## config.mk

```make
export PLATFORM = sky130hd
export DESIGN_NAME = register_file_flat
export DESIGN_NICKNAME = d
export VERILOG_FILES = /design/src/rtl/register_file_if.sv /design/src/rtl/register_file.sv /design/src/flat_wrapper.sv
export SDC_FILE = /design/constraint.sdc
export NUM_CORES = 2
export LEC_CHECK = 0
export CORE_MARGIN = 10
export CORE_UTILIZATION = 50
export DETAILED_ROUTE_END_ITERATION = 16
export GPL_ROUTABILITY_DRIVEN = 0
export PLACE_DENSITY = 0.68
export SLEW_MARGIN = 20
export SYNTH_ARGS = -nofsm -noshare
export SYNTH_HDL_FRONTEND = slang
export SYNTH_SLANG_ARGS = --single-unit
```

## constraint.sdc

```tcl
create_clock -name clk -period 7.35 [get_ports clk]
set_input_delay 1.47 -clock clk [delete_from_list [all_inputs] [get_ports clk]]
set_output_delay 1.47 -clock clk [all_outputs]
set_load 0.02 [all_outputs]
```

## src/rtl/register_file_if.sv

```systemverilog
// Bus bundle for the MIPS register file: decode read ports, write-back port
// and the valid/ready dump stream used by the debug/trace path.
interface register_file_if #(
    parameter int DATA_WIDTH = 32,
    parameter int ADDR_WIDTH = 5
);
    logic                  we;
    logic [ADDR_WIDTH-1:0] waddr;
    logic [DATA_WIDTH-1:0] wdata;
    logic [ADDR_WIDTH-1:0] raddr_a;
    logic [ADDR_WIDTH-1:0] raddr_b;
    logic [DATA_WIDTH-1:0] rdata_a;
    logic [DATA_WIDTH-1:0] rdata_b;
    logic                  dump_start;
    logic                  dump_valid;
    logic                  dump_ready;
    logic [ADDR_WIDTH-1:0] dump_addr;
    logic [DATA_WIDTH-1:0] dump_data;
    logic                  dump_busy;
    logic                  dump_done;

    modport master (
        output we, waddr, wdata, raddr_a, raddr_b, dump_start, dump_ready,
        input  rdata_a, rdata_b, dump_valid, dump_addr, dump_data, dump_busy, dump_done
    );

    modport slave (
        input  we, waddr, wdata, raddr_a, raddr_b, dump_start, dump_ready,
        output rdata_a, rdata_b, dump_valid, dump_addr, dump_data, dump_busy, dump_done
    );
endinterface

```

## src/rtl/register_file.sv

```systemverilog
// MIPS register file: two bypassed combinational read ports, one write port,
// hardwired-zero $0, and a sequential dump engine streaming every register.
module register_file #(
    parameter int DATA_WIDTH = 32,
    parameter int ADDR_WIDTH = 5
) (
    input  logic            clk,
    input  logic            rst,
    register_file_if.slave  bus
);
    localparam int NUM_REGS = 2 ** ADDR_WIDTH;
    localparam logic [ADDR_WIDTH-1:0] LAST_IDX = ADDR_WIDTH'(NUM_REGS - 1);

    typedef enum logic [1:0] {IDLE, SEND, DONE} state_t;

    logic [DATA_WIDTH-1:0] regs_reg [NUM_REGS];

    state_t                state_reg, state_next;
    logic [ADDR_WIDTH-1:0] idx_reg, idx_next;
    logic [ADDR_WIDTH-1:0] dump_addr_reg, dump_addr_next;
    logic [DATA_WIDTH-1:0] dump_data_reg, dump_data_next;
    logic                  load_beat;
    logic [ADDR_WIDTH-1:0] load_idx;
    logic [DATA_WIDTH-1:0] load_data;

    // Zero for $0, write-through when the same address is being written this cycle.
    function automatic logic [DATA_WIDTH-1:0] bypass_read(
        input logic [ADDR_WIDTH-1:0] addr,
        input logic                  wr_en,
        input logic [ADDR_WIDTH-1:0] wr_addr,
        input logic [DATA_WIDTH-1:0] wr_data,
        input logic [DATA_WIDTH-1:0] stored
    );
        if (addr == '0)
            return '0;
        else if (wr_en && (wr_addr == addr))
            return wr_data;
        else
            return stored;
    endfunction

    genvar gi;
    generate
        for (gi = 0; gi < NUM_REGS; gi++) begin : g_word
            always_ff @(posedge clk) begin
                if (rst)
                    regs_reg[gi] <= '0;
                else if ((gi != 0) && bus.we && (bus.waddr == ADDR_WIDTH'(gi)))
                    regs_reg[gi] <= bus.wdata;
            end
        end
    endgenerate

    assign bus.rdata_a = bypass_read(bus.raddr_a, bus.we, bus.waddr, bus.wdata, regs_reg[bus.raddr_a]);
    assign bus.rdata_b = bypass_read(bus.raddr_b, bus.we, bus.waddr, bus.wdata, regs_reg[bus.raddr_b]);
    assign load_data   = bypass_read(load_idx,    bus.we, bus.waddr, bus.wdata, regs_reg[load_idx]);

    always_ff @(posedge clk) begin
        if (rst) begin
            state_reg     <= IDLE;
            idx_reg       <= '0;
            dump_addr_reg <= '0;
            dump_data_reg <= '0;
        end else begin
            state_reg     <= state_next;
            idx_reg       <= idx_next;
            dump_addr_reg <= dump_addr_next;
            dump_data_reg <= dump_data_next;
        end
    end

    always_comb begin
        state_next = state_reg;
        idx_next   = idx_reg;
        load_beat  = 1'b0;
        load_idx   = idx_reg;
        case (state_reg)
            IDLE: begin
                if (bus.dump_start) begin
                    state_next = SEND;
                    idx_next   = '0;
                    load_beat  = 1'b1;
                    load_idx   = '0;
                end
            end
            SEND: begin
                if (bus.dump_ready) begin
                    // Termination is the compare at the last index; idx never wraps.
                    if (idx_reg == LAST_IDX) begin
                        state_next = DONE;
                    end else begin
                        idx_next  = idx_reg + 1'b1;
                        load_beat = 1'b1;
                        load_idx  = idx_reg + 1'b1;
                    end
                end
            end
            DONE:    state_next = IDLE;
            default: state_next = IDLE;
        endcase
    end

    // The beat is a per-beat snapshot: it only changes on a load edge.
    assign dump_addr_next = load_beat ? load_idx  : dump_addr_reg;
    assign dump_data_next = load_beat ? load_data : dump_data_reg;

    assign bus.dump_addr  = dump_addr_reg;
    assign bus.dump_data  = dump_data_reg;
    assign bus.dump_valid = (state_reg == SEND);
    assign bus.dump_busy  = (state_reg != IDLE);
    assign bus.dump_done  = (state_reg == DONE);
endmodule

```

## src/flat_wrapper.sv

```systemverilog
// flat-port wrapper written by rule: the top's interface ports become plain ports
module register_file_flat 
#(
    parameter int DATA_WIDTH = 32,
    parameter int ADDR_WIDTH = 5
)
  (clk, rst, bus_we, bus_waddr, bus_wdata, bus_raddr_a, bus_raddr_b, bus_dump_start, bus_dump_ready, bus_rdata_a, bus_rdata_b, bus_dump_valid, bus_dump_addr, bus_dump_data, bus_dump_busy, bus_dump_done);
  register_file_if #(.DATA_WIDTH(DATA_WIDTH), .ADDR_WIDTH(ADDR_WIDTH)) bus_i ();
  input  logic clk;
  input  logic rst;
  input wire logic [$bits(bus_i.we)-1:0] bus_we;
  input wire logic [$bits(bus_i.waddr)-1:0] bus_waddr;
  input wire logic [$bits(bus_i.wdata)-1:0] bus_wdata;
  input wire logic [$bits(bus_i.raddr_a)-1:0] bus_raddr_a;
  input wire logic [$bits(bus_i.raddr_b)-1:0] bus_raddr_b;
  input wire logic [$bits(bus_i.dump_start)-1:0] bus_dump_start;
  input wire logic [$bits(bus_i.dump_ready)-1:0] bus_dump_ready;
  output wire logic [$bits(bus_i.rdata_a)-1:0] bus_rdata_a;
  output wire logic [$bits(bus_i.rdata_b)-1:0] bus_rdata_b;
  output wire logic [$bits(bus_i.dump_valid)-1:0] bus_dump_valid;
  output wire logic [$bits(bus_i.dump_addr)-1:0] bus_dump_addr;
  output wire logic [$bits(bus_i.dump_data)-1:0] bus_dump_data;
  output wire logic [$bits(bus_i.dump_busy)-1:0] bus_dump_busy;
  output wire logic [$bits(bus_i.dump_done)-1:0] bus_dump_done;
  assign bus_i.we = bus_we;
  assign bus_i.waddr = bus_waddr;
  assign bus_i.wdata = bus_wdata;
  assign bus_i.raddr_a = bus_raddr_a;
  assign bus_i.raddr_b = bus_raddr_b;
  assign bus_i.dump_start = bus_dump_start;
  assign bus_i.dump_ready = bus_dump_ready;
  assign bus_rdata_a = bus_i.rdata_a;
  assign bus_rdata_b = bus_i.rdata_b;
  assign bus_dump_valid = bus_i.dump_valid;
  assign bus_dump_addr = bus_i.dump_addr;
  assign bus_dump_data = bus_i.dump_data;
  assign bus_dump_busy = bus_i.dump_busy;
  assign bus_dump_done = bus_i.dump_done;
  register_file #(.DATA_WIDTH(DATA_WIDTH), .ADDR_WIDTH(ADDR_WIDTH)) u_core (.clk(clk), .rst(rst), .bus(bus_i));
endmodule
```

# Word-level counts from Yosys, hierarchy flattened

Memories as Yosys holds them, arrays and structs flattened.
Index checks and enable logic that the tools add are counted.

$add $sub $neg: 1
Mux-type cells: 144
Equal/unequal tests: 40
Reductions and logical operators: 40
Bitwise logic cells: 31

Operators with widths:

| operator            | number |
|---|---|
| $mux 32             | 37 |
| $mux 1              | 98 |
| $eq 5x5->1 const B  | 17 |
| $eq 5x4->1 const B  | 8 |
| $logic_and 1x1->1   | 34 |
| $or 1x1->1          | 31 |
| $eq 5x3->1 const B  | 4 |
| $eq 5x5->1          | 3 |
| $logic_not 5->1     | 3 |
| $mux 5              | 3 |
| $eq 5x2->1 const B  | 2 |
| $pmux 5 s2          | 1 |
| $mux 2              | 3 |
| $add 5x1->5 const B | 1 |
| $eq 5x1->1 const B  | 1 |
| $ne 2x2->1 const B  | 2 |
| $pmux 2 s2          | 1 |
| $reduce_and 3->1    | 1 |
| $eq 2x1->1 const B  | 1 |
| $eq 2x2->1 const B  | 1 |
| $logic_not 2->1     | 1 |
| $ne 2x1->1 const B  | 1 |
| $pmux 1 s2          | 1 |
| $reduce_bool 2->1   | 1 |

Input bits: 52
Word-level logic and storage cells: 261
Memories kept: 1
Memory bits (writable): 1024
Flip-flop bits (word level): 44

Memories:

| name            | words | width | rd ports | clocked after Yosys merged registers in | wr ports | line                | RTL |
|---|---|---|---|---|---|---|---|
| u_core.regs_reg | 32    | 32    | 3        | 0                                       | 32       | register_file.sv:16 | `logic [DATA_WIDTH-1:0] regs_reg [NUM_REGS];` |

# Depth between registers and ports, before layout

Word-level depth: 8
Gate-level depth with buffers: 13

# Worst setup path after synthesis

Ideal clock, no wire load.

Path type: in2out
Start point: input port bus_raddr_a[0]
End point: output port bus_rdata_a[10]
Arrival time: 3.732 ns
Data required time: 5.880 ns
Cell stages on the path: 10
Path slack: 2.148 ns
Cell sequence: buf_2 buf_2 buf_2 buf_2 xor2_1 nor4_1 nand3_1 clkbuf_1 nor2_1 a211oi_1

Cells in the longest elaborated chain, start to end: 4
Elaborated cells between the ends (all ways): 6
Those cells by class: eq/ne: 1; mux: 2; reduce/logical: 2; memory: 1

Ends and longest elaborated chain:

| item                                                                  | line                | RTL |
|---|---|---|
| start: declaration                                                    | flat_wrapper.sv:14  | `input wire logic [$bits(bus_i.raddr_a)-1:0] bus_raddr_a;` |
| parallel branches: the longest is 3 deep, another holds $mem_v2 32x32 | --                  |  |
| $mux 32 *                                                             | register_file.sv:34 | `if (addr == '0)` |
| end: declaration                                                      | flat_wrapper.sv:18  | `output wire logic [$bits(bus_i.rdata_a)-1:0] bus_rdata_a;` |

Every way passes the cells marked *.

# Worst setup path in the final report

Start point: input port bus_raddr_b[2]
End point: output port bus_rdata_b[6]

Cells in the longest elaborated chain, start to end: 4
Elaborated cells between the ends (all ways): 6
Those cells by class: eq/ne: 1; mux: 2; reduce/logical: 2; memory: 1

Ends and longest elaborated chain:

| item                                                                  | line                | RTL |
|---|---|---|
| start: declaration                                                    | flat_wrapper.sv:15  | `input wire logic [$bits(bus_i.raddr_b)-1:0] bus_raddr_b;` |
| parallel branches: the longest is 3 deep, another holds $mem_v2 32x32 | --                  |  |
| $mux 32 *                                                             | register_file.sv:34 |  |
| end: declaration                                                      | flat_wrapper.sv:19  | `output wire logic [$bits(bus_i.rdata_b)-1:0] bus_rdata_b;` |

Marked as above.

==> impl_metrics.env <==
export IMPL_status="complete, no violations"
export IMPL_cts_setup_buffers=0
export IMPL_p_per_area_mw_per_mm2=218
export IMPL_synth_edf_count=992
export IMPL_yosysUniqueCellTypes=66
export IMPL_rsz0062_at_grt="no"
export IMPL_critPathMaxStageDelay_ps=790
export IMPL_cts_tree="built"
export IMPL_finalCritPeriodShare_pct=90.4
export IMPL_setup_violations=0
export IMPL_hp_class="register to register"
export IMPL_place_hpwl_um=157000
export IMPL_grt_ovfl_total=0
export IMPL_vias=51600
export IMPL_clock_latency_ps=770
export IMPL_cts_num_sinks=1036
export IMPL_io_pins=156
export IMPL_p_leak_nw=24.4
export IMPL_final_nets=5231
export IMPL_port_buffers=155
export IMPL_die_h_um=378
export IMPL_cts_repair_resized=0
export IMPL_ir_worst_vdd_mv=0.197
export IMPL_worst_path_most_repeated_cell="buf_4"
export IMPL_cts_hold_fix_buffers=0
export IMPL_fmax_ghz=0.151
export IMPL_grt_max_degree=173
export IMPL_routedWlPerCell_um=37.4
export IMPL_crit_type="input pin to output pin"
export IMPL_synth_top_area_share_pct=46.4
export IMPL_syn_area_mm2=0.0642
export IMPL_combPwrFrac_pct=15.5
export IMPL_grt_pass1_vias=49300
export IMPL_drv_slew=0
export IMPL_core_area_mm2=0.128
export IMPL_grt_use_total_pct=35.4
export IMPL_whs_ps=491
export IMPL_worstSetupPathDepth=7
export IMPL_p_sw_mw=4.23
export IMPL_setup_tns_ps=0
export IMPL_worstPathMaxFanout=63
export IMPL_switching_share_pct=27.0
export IMPL_routed_via_density=7.42
export IMPL_worstMarginPinSlew_ps=1280
export IMPL_worstPathRequired_ps=5880
export IMPL_pwr_share_seq_pct=45.0
export IMPL_yosysSeqAreaShare_pct=47.8
export IMPL_drt_iter0_markers=10300
export IMPL_synthFlopType="edfxtp_1"
export IMPL_postRouteWirelength_um=260000
export IMPL_slowest_stage="nand3_4"
export IMPL_synth_avg_cell_area_um2=12.1
export IMPL_hold_depth=2
export IMPL_largest_reg_flops=992
export IMPL_intPower_mw=11.4
export IMPL_cts_root_buf="clkbuf_16"
export IMPL_worstPathArrival_ps=5170
export IMPL_fin_worst_skew_ps=45.1
export IMPL_synthCells=5299
export IMPL_syn2layout_area_growth_pct=12.0
export IMPL_drc=0
export IMPL_start_util_pct=50.3
export IMPL_cts_buffers=113
export IMPL_p_clk_share_pct=39.5
export IMPL_mostFrequentLayoutCells="997 x and2_1, 992 x edfxtp_1, 659 x nand2_1, 514 x mux4_2, 231 x mux2i_1"
export IMPL_syn_nets=5352
export IMPL_r2r_cells=10
export IMPL_relSlewSlack_pct=14.8
export IMPL_path_delay_family="buffers and inverters"
export IMPL_drive_above_1_share_pct=20.2
export IMPL_ys_ff_latch=1036
export IMPL_synth_top_cell_by_area="edfxtp_1"
export IMPL_cp_cell_sequence="buf_4, buf_4, xor2_1, nor4_1, nand3_4, a211oi_1, clkdlybuf4s50_1"
export IMPL_dieArea_mm2=0.143
export IMPL_first_pass_iters=9
export IMPL_end_kind="output pin"
export IMPL_yosys_warnings=0
export IMPL_hold_violations=0
export IMPL_ant_nets=0
export IMPL_die_w_um=378
export IMPL_fin_crit_ps=6640
export IMPL_async_flop_share_pct=0
export IMPL_final_common_cell="and2_1"
export IMPL_std_cell_rows=131
export IMPL_start_kind="input pin"
export IMPL_cap_violations=0
export IMPL_synth_area_leaders="edfxtp_1 46%, mux4_2 18%, and2_1 9.7%, nand2_1 3.9%, mux2i_1 3.6%"
export IMPL_path_clk_slew_ps=60
export IMPL_antenna_found_initial=27
export IMPL_cts_buffer_depth=3
export IMPL_dpl_cell_area_mm2=0.0678
export IMPL_crit_buf_inv=3
export IMPL_grt_pass1_wl_um=363000
export IMPL_htree_levels=3
export IMPL_fin_area_mm2=0.0719
## worst register-to-register path: cells and delay by family, from the launching register on
kind / cells / cell delay, ps
adders and majority gates: 1 / 240
AOI/OAI and AO/OA: 4 / 2440
buffers and inverters: 1 / 430
DFF: 1 / 380
and+or+nand+nor: 4 / 1360
## per-stage QoR
step                instances  setup slack [ps]  power [mW]  util [%]
finish                   6948               705        15.7      56.4
global route             6940               684        15.9      56.4
CTS                      6934               853        15.5      56.3
detailed placement       6721               853        9.49      53.2
global placement         6720               844        9.44      53.2
floorplan                5299              2150        8.50         -
## power by group through the flow
| stage | combinational (mW) | sequential [mW] | clock, mW |
|---|---|---|---|
| 4_1_cts | 2.33 | 7.04 | 6.17 |
| 3_5_place_dp | 2.33 | 7.16 | 0 |
| 5_1_grt | 2.47 | 7.08 | 6.39 |
| 2_1_floorplan | 1.43 | 7.07 | 0 |
| 3_3_place_gp | 2.30 | 7.13 | 0 |
| 6_report | 2.42 | 7.06 | 6.20 |
## layout make-up
type	instances	area (um2)
fillers	10100	55600
flip-flops and latches	1036	30700
inverters	3	11.3
clock inverters	59	828
diodes	10	25.0
repair buffers	350	3330
multi-input cells	3674	31800
clock buffers	154	3130
well taps	1662	2080
## synth_stat cells (all sizes together), types with 15 or more instances
cell	n
nand3	74
clkbuf	409
a22oi	18
a32o	34
a211oi	66
a21oi	159
a32oi	68
a221oi	76
dfxtp	44
o2111ai	17
o21ai	78
o21bai	27
a21o	15
buf	177
mux2i	231
nand2	662
o22ai	19
a2111oi	65
mux4	514
o31a	18
and2	998
mux2	67
o32ai	18
edfxtp	992
and3	75
nand4	22
a31oi	88
nor2	187
## cells by family after synthesis
logic type | share of synthesized area, %
simple gates | 16.8
flops | 47.8
mux | 22.8
compound gates | 8.67
buf+inv | 3.71
xor+xnor | 0.191
fa+ha+maj | 0.0195
## path summary, 6_finish.rpt
check	startpoint	endpoint	slack (ps)
max reg2reg	u_core.idx_reg[0]	u_core.bus.dump_data[14]	2380
min reg2reg	u_core.bus.dump_addr[4]	u_core.bus.dump_addr[4]	490
min	u_core.bus.dump_addr[4]	u_core.bus.dump_addr[4]	490
max	bus_raddr_b[2]	bus_rdata_b[6]	710
## layer usage
metal	share of wire [%]	global-route usage [%]	vias up
li1	-	-	19900
met1	33	43.9	25300
met2	42	50.7	5066
met3	17	14.4	1256
met4	7.8	23.3	20
met5	0.16	1.28	-
No activity file was read; power rests on OpenSTA's default activity.
